[src/rtl/map_controller.sv]
// List-map sequencer: pushes a source list onto a continuation stack tail-first, then pops each
// element through an external function unit and writes results in ascending order.
// Optional MAP_CTRL_HWM_EN adds a stack high-water-mark output.
module map_controller #(
  parameter int unsigned DATA_W      = 32,
  parameter int unsigned ADDR_W      = 3,
  parameter int unsigned STACK_DEPTH = 8
) (
  input  logic                  clk,
  input  logic                  rst,
  input  logic                  start,
  input  logic [ADDR_W:0]       len,
  output logic                  busy,
  output logic                  done,
  output logic                  err,
  output logic [ADDR_W:0]       result_len,
  output logic                  lr_en,
  output logic [ADDR_W-1:0]     lr_addr,
  input  logic [DATA_W-1:0]     lr_data,
  output logic                  fn_valid,
  input  logic                  fn_ready,
  output logic [DATA_W-1:0]     fn_arg,
  input  logic                  fn_res_valid,
  output logic                  fn_res_ready,
  input  logic [DATA_W-1:0]     fn_res,
  output logic                  rw_en,
  output logic [ADDR_W-1:0]     rw_addr,
  output logic [DATA_W-1:0]     rw_data
`ifdef MAP_CTRL_HWM_EN
  ,
  output logic [$clog2(STACK_DEPTH+1)-1:0] stack_hwm
`endif
);

  localparam int unsigned LEN_W = ADDR_W + 1;
  localparam int unsigned SP_W  = $clog2(STACK_DEPTH + 1);
  localparam int unsigned IDX_W = (STACK_DEPTH > 1) ? $clog2(STACK_DEPTH) : 1;

  typedef enum logic [2:0] {
    S_IDLE, S_RD_REQ, S_RD_PUSH, S_POP, S_FN_REQ, S_FN_WAIT, S_WR, S_DONE
  } state_e;

  state_e              state_q, state_d;
  logic [SP_W-1:0]     sp_q, sp_d;
  logic [ADDR_W-1:0]   lp_q, lp_d;
  logic [LEN_W-1:0]    wp_q, wp_d;
  logic [DATA_W-1:0]   arg_q, arg_d;
  logic [DATA_W-1:0]   res_q, res_d;
  logic [LEN_W-1:0]    rlen_q, rlen_d;
  logic                err_q, err_d;
  logic                lr_en_q, fn_valid_q, fn_res_ready_q, rw_en_q, busy_q, done_q;
  logic                push_c;
  logic [DATA_W-1:0]   stack_q [STACK_DEPTH];

  // Next-state and datapath updates
  always_comb begin
    state_d = state_q;
    sp_d    = sp_q;
    lp_d    = lp_q;
    wp_d    = wp_q;
    arg_d   = arg_q;
    res_d   = res_q;
    rlen_d  = rlen_q;
    err_d   = err_q;
    push_c  = 1'b0;
    case (state_q)
      S_IDLE: begin
        if (start) begin
          sp_d   = '0;
          wp_d   = '0;
          rlen_d = '0;
          err_d  = 1'b0;
          if (len == '0) begin
            state_d = S_DONE;
          end else if (32'(len) > STACK_DEPTH) begin
            err_d   = 1'b1;
            state_d = S_DONE;
          end else begin
            lp_d    = ADDR_W'(len - LEN_W'(1));
            state_d = S_RD_REQ;
          end
        end
      end
      S_RD_REQ: state_d = S_RD_PUSH;
      S_RD_PUSH: begin
        push_c = 1'b1;
        sp_d   = sp_q + SP_W'(1);
        if (lp_q == '0) begin
          state_d = S_POP;
        end else begin
          lp_d    = lp_q - ADDR_W'(1);
          state_d = S_RD_REQ;
        end
      end
      S_POP: begin
        if (sp_q == '0) begin
          rlen_d  = wp_q;
          state_d = S_DONE;
        end else begin
          arg_d   = stack_q[IDX_W'(sp_q - SP_W'(1))];
          sp_d    = sp_q - SP_W'(1);
          state_d = S_FN_REQ;
        end
      end
      S_FN_REQ: begin
        if (fn_valid_q && fn_ready) state_d = S_FN_WAIT;
      end
      S_FN_WAIT: begin
        if (fn_res_valid) begin
          res_d   = fn_res;
          state_d = S_WR;
        end
      end
      S_WR: begin
        wp_d    = wp_q + LEN_W'(1);
        state_d = S_POP;
      end
      S_DONE:  state_d = S_IDLE;
      default: state_d = S_IDLE;
    endcase
  end

  // Strobes are decoded from the next state so they are registered yet aligned with their state
  always_ff @(posedge clk or posedge rst) begin
    if (rst) begin
      state_q        <= S_IDLE;
      sp_q           <= '0;
      lp_q           <= '0;
      wp_q           <= '0;
      arg_q          <= '0;
      res_q          <= '0;
      rlen_q         <= '0;
      err_q          <= 1'b0;
      lr_en_q        <= 1'b0;
      fn_valid_q     <= 1'b0;
      fn_res_ready_q <= 1'b0;
      rw_en_q        <= 1'b0;
      busy_q         <= 1'b0;
      done_q         <= 1'b0;
    end else begin
      state_q        <= state_d;
      sp_q           <= sp_d;
      lp_q           <= lp_d;
      wp_q           <= wp_d;
      arg_q          <= arg_d;
      res_q          <= res_d;
      rlen_q         <= rlen_d;
      err_q          <= err_d;
      lr_en_q        <= (state_d == S_RD_REQ);
      fn_valid_q     <= (state_d == S_FN_REQ);
      fn_res_ready_q <= (state_d == S_FN_WAIT);
      rw_en_q        <= (state_d == S_WR);
      busy_q         <= (state_d != S_IDLE) && (state_d != S_DONE);
      done_q         <= (state_d == S_DONE);
    end
  end

  // Continuation stack storage; contents need no reset
  always_ff @(posedge clk) begin
    if (push_c) stack_q[IDX_W'(sp_q)] <= lr_data;
  end

`ifdef MAP_CTRL_HWM_EN
  logic [SP_W-1:0] hwm_q;

  always_ff @(posedge clk or posedge rst) begin
    if (rst) begin
      hwm_q <= '0;
    end else if (push_c && (sp_d > hwm_q)) begin
      hwm_q <= sp_d;
    end
  end

  assign stack_hwm = hwm_q;
`endif

  assign busy         = busy_q;
  assign done         = done_q;
  assign err          = err_q;
  assign result_len   = rlen_q;
  assign lr_en        = lr_en_q;
  assign lr_addr      = lp_q;
  assign fn_valid     = fn_valid_q;
  assign fn_arg       = arg_q;
  assign fn_res_ready = fn_res_ready_q;
  assign rw_en        = rw_en_q;
  assign rw_addr      = ADDR_W'(wp_q);
  assign rw_data      = res_q;

endmodule
[config.mk]
export PLATFORM = sky130hd
export DESIGN_NAME = map_controller
export DESIGN_NICKNAME = d
export VERILOG_FILES = /design/src/rtl/map_controller.sv
export SDC_FILE = /design/constraint.sdc
export NUM_CORES = 1
export LEC_CHECK = 0
export CAP_MARGIN = 15
export CELL_PAD_IN_SITES_DETAIL_PLACEMENT = 1
export CELL_PAD_IN_SITES_GLOBAL_PLACEMENT = 2
export CORE_MARGIN = 1
export CORE_UTILIZATION = 41
export CTS_CLUSTER_DIAMETER = 200
export CTS_CLUSTER_SIZE = 28
export DETAILED_ROUTE_END_ITERATION = 6
export GPL_TIMING_DRIVEN = 0
export PLACE_DENSITY = 0.75
export SKIP_LAST_GASP = 1
export SLEW_MARGIN = 20
export SYNTH_ARGS = -nofsm -noshare
export SYNTH_HDL_FRONTEND = slang
export SYNTH_SLANG_ARGS = --single-unit
[constraint.sdc]
create_clock -name clk -period 5.6 [get_ports clk]
set_input_delay 0.84 -clock clk [delete_from_list [all_inputs] [get_ports clk]]
set_output_delay 0.84 -clock clk [all_outputs]
set_load 0.03 [all_outputs]
==> out/qor.txt <==
Die width - 182 um
Commonest cells in the netlist - 256 x edfxtp_1, 118 x nand2_1, 89 x dfrtp_1
DP HPWL - 20,900 um
First-pass GRT wire length - 47,500 um
Cts hold-fix bufs - 0
Synth area leaders - edfxtp_1 58%, dfrtp_1 17%, mux4_2 11%
Crit path kind - reg2reg
# IOs - 154
Total of max-cap violations - 0
Sequential share of the synthesized area - 0.744
Clock Pin Slew Worst Setup and Hold Paths - 0.12 ns
Crit path DAT - 4.12 ns
Core Area - 0.0318 mm^2
Area leader, netlist - edfxtp_1
# clock sinks - 345
Period utilisation layout - 0.674
Postcts setup bufs - 0
Pwr dens - 486 mW/mm^2
Htree depth - 1
Worst vdd ir - 287 uV
Port Buffer Count - 153
Max Fclk - 265 MHz
Uppermost layer routed - met5
Initial antenna violation count - 4
Hold Path Class - reg2reg
Critical Path RT - 5.95 ns
Net count after synthesis - 850
Setup_tns - 0 ns
Worst hold margin - 0.489 ns
Placed insts - 1,383
Inserted Clock Buffers - 16
Pre-Repair DR Iteration Count - 5
Worst clock skew - 0.0296 ns
RSZ-0062 raised after global routing - no
Hold_sp - rw_data[23]
Slew @ Worst Pin - 0.869 ns
Final Hold Violating Endpoints - 0
WL/cell - 21.9 um
CTS tree - yes
Cells after Synth - 772
DR WL met2 - 15,000 um
Worst path bufs/invs - 5
Crit-path leading delay family - buffers and inverters
CP Cell Sequence - buf_2, buf_1, inv_1, ha_1, buf_2, buf_1, mux4_2, mux2i_1, a21oi_1
CTS Root Buffer Type - clkbuf_16
WL met1 - 13,900 um
Core Rows - 65
Die area - 0.0332 mm^2
Die span in y - 182 um
# DRC - 0
Crit path launch type - flip-flop
Status - completed
Post-layout min period - 3.77 ns
Worst setup path startpoint - sp_q[0]
Post-CTS Resized - 0
Fin nets - 1,044
Setup violations, final - 0
Crit-path slowest cell - buf_1
Drt initial violations - 467
Leakage - 5.83 nW
Mapped cell area - 0.0133 mm^2
Clock Tree Buf Depth - 3
Vias per inst - 5.08
Global route overflow - 0
Post-DRT Antenna Nets - 0
Post-synthesis register bit count - 345
GP Congestion - 0.719
Ys Warns - 0
Max-slew violations - 0
Yosys cell types - 43
Fraction of layout cells with a size suffix above 1 - 0.152
Overall Global Routing Usage - 0.190
Initial Utilization - 0.419
Prevailing post-synth register cell - edfxtp_1
Post-route insts no fill - 1,412
Number of global-route vias before repair - 7,790
Number of synthesized flops with an enable pin - 256
Slew headroom - 0.421
Largest net degree at the start of global routing - 56
Share of the synthesized area in the top cell type - 0.577
Mapped Avg Cell Area - 17.3 um^2
Ys async rst share - 0.258
DR WL met3 - 1560 um
Crit-path max cell delay - 0.69 ns
Worst r2r src - sp_q[0]
CP endpoint kind - flip-flop
Vias after detailed routing - 7,180
P&R area growth vs syn - 21.9%
CP Max Fanout - 10
Latest clock arrival within the worst-skew pair - 0.52 ns
WL final - 30,900 um
Most frequent cell after synthesis - edfxtp_1
==> logic make-up after synthesis <==
logic type / after synthesis / share of synthesized area
DFF: 345 / 0.744
and+or+nand+nor: 199 / 0.0646
muxes: 102 / 0.137
AOI/OAI and AO/OA: 67 / 0.0287
buffers and inverters: 50 / 0.0183
adders and majority gates: 5 / 0.00469
xor gates and xnor gates: 4 / 0.00263
==> per-stage QoR <==
| stage | util | power (W) | area, um^2 | worst slack, ns |
|---|---|---|---|---|
| after detailed placement | 0.496 | 0.00665 | 15800 | 1.77 |
| after CTS | 0.511 | 0.00803 | 16200 | 1.73 |
| after global routing | 0.511 | 0.00832 | 16300 | 1.57 |
| after global placement | 0.485 | 0.00654 | 15400 | -2.49 |
| after floorplan | - | 0.00541 | 13300 | 1.00 |
| final | 0.511 | 0.00790 | 16300 | 1.83 |
==> sequential cells by signal (all words and copies together), names as in the netlist <==
signal	cells
busy	1
done	1
err	1
fn_arg	32
fn_res_ready	1
fn_valid	1
lr_addr	3
lr_en	1
result_len	4
rw_data	32
rw_en	1
sp_q	4
stack_q	256
state_q	3
wp_q	4
==> layout make-up <==
| class | count | area [um^2] |
|---|---|---|
| Antenna cell | 2 | 5.00 |
| Inverter | 8 | 35.0 |
| Sequential cell | 345 | 9910 |
| Clock buffer | 26 | 459 |
| Timing Repair Buffer | 176 | 1840 |
| Multi-Input combinational cell | 377 | 3230 |
| Buffer | 42 | 214 |
| Fill cell | 3001 | 15500 |
| Tap cell | 435 | 544 |
| Clock inverter | 1 | 20.0 |
==> report_power, final <==
group	switching, W	internal, W
combinational	0.00184	0.00136
sequential	0.000188	0.00314
clock	0.000792	0.000583
total	0.00282	0.00508
==> tightest hold or removal path, stage by stage (launching register included) <==
cell and delay, ns:
dfrtp_1 0.36, nand2_1 0.05, nand2_1 0.05
==> cells in the final DEF (no fill, tap or decap), types with 2 or more instances in the layout <==
master / count
clkbuf_16: 17
mux4_2: 64
xor2_1: 2
nor2_4: 5
buf_1: 2
clkbuf_1: 25
dfrtp_1: 89
inv_1: 7
buf_2: 23
nand2_1: 118
buf_6: 4
nor3_1: 3
diode_2: 2
edfxtp_1: 256
nand2b_1: 4
o21ai_0: 14
buf_4: 13
ha_1: 5
buf_16: 7
nand3_1: 7
or3b_1: 2
mux2_4: 2
xnor2_1: 2
nor2b_1: 4
nor3_2: 2
nor2_1: 42
mux2i_1: 36
and3_1: 2
clkdlybuf4s50_1: 153
a21oi_1: 44
==> routing by layer <==
| layer | GRT usage | vias to the layer above |
|---|---|---|
| met5 | 0 | - |
| met4 | 0.0346 | 4 |
| met3 | 0.0325 | 25 |
| met2 | 0.324 | 184 |
| met1 | 0.259 | 3686 |
| li1 | - | 3281 |
==> path summary, 6_finish.rpt <==
kind | cells past startpoint | slack [ns] | endpoint
min in group asynchronous | 2 | 0.69 | rw_data[2]
worst max-delay path | 9 | 1.83 | fn_arg[18]
worst min register to register | 2 | 0.49 | rw_data[23]
max in group asynchronous | 3 | 4.27 | fn_arg[30]
worst max register to register | 9 | 1.83 | fn_arg[18]
worst min-delay path | 2 | 0.49 | rw_data[23]
(Power assumes the default switching activity.)
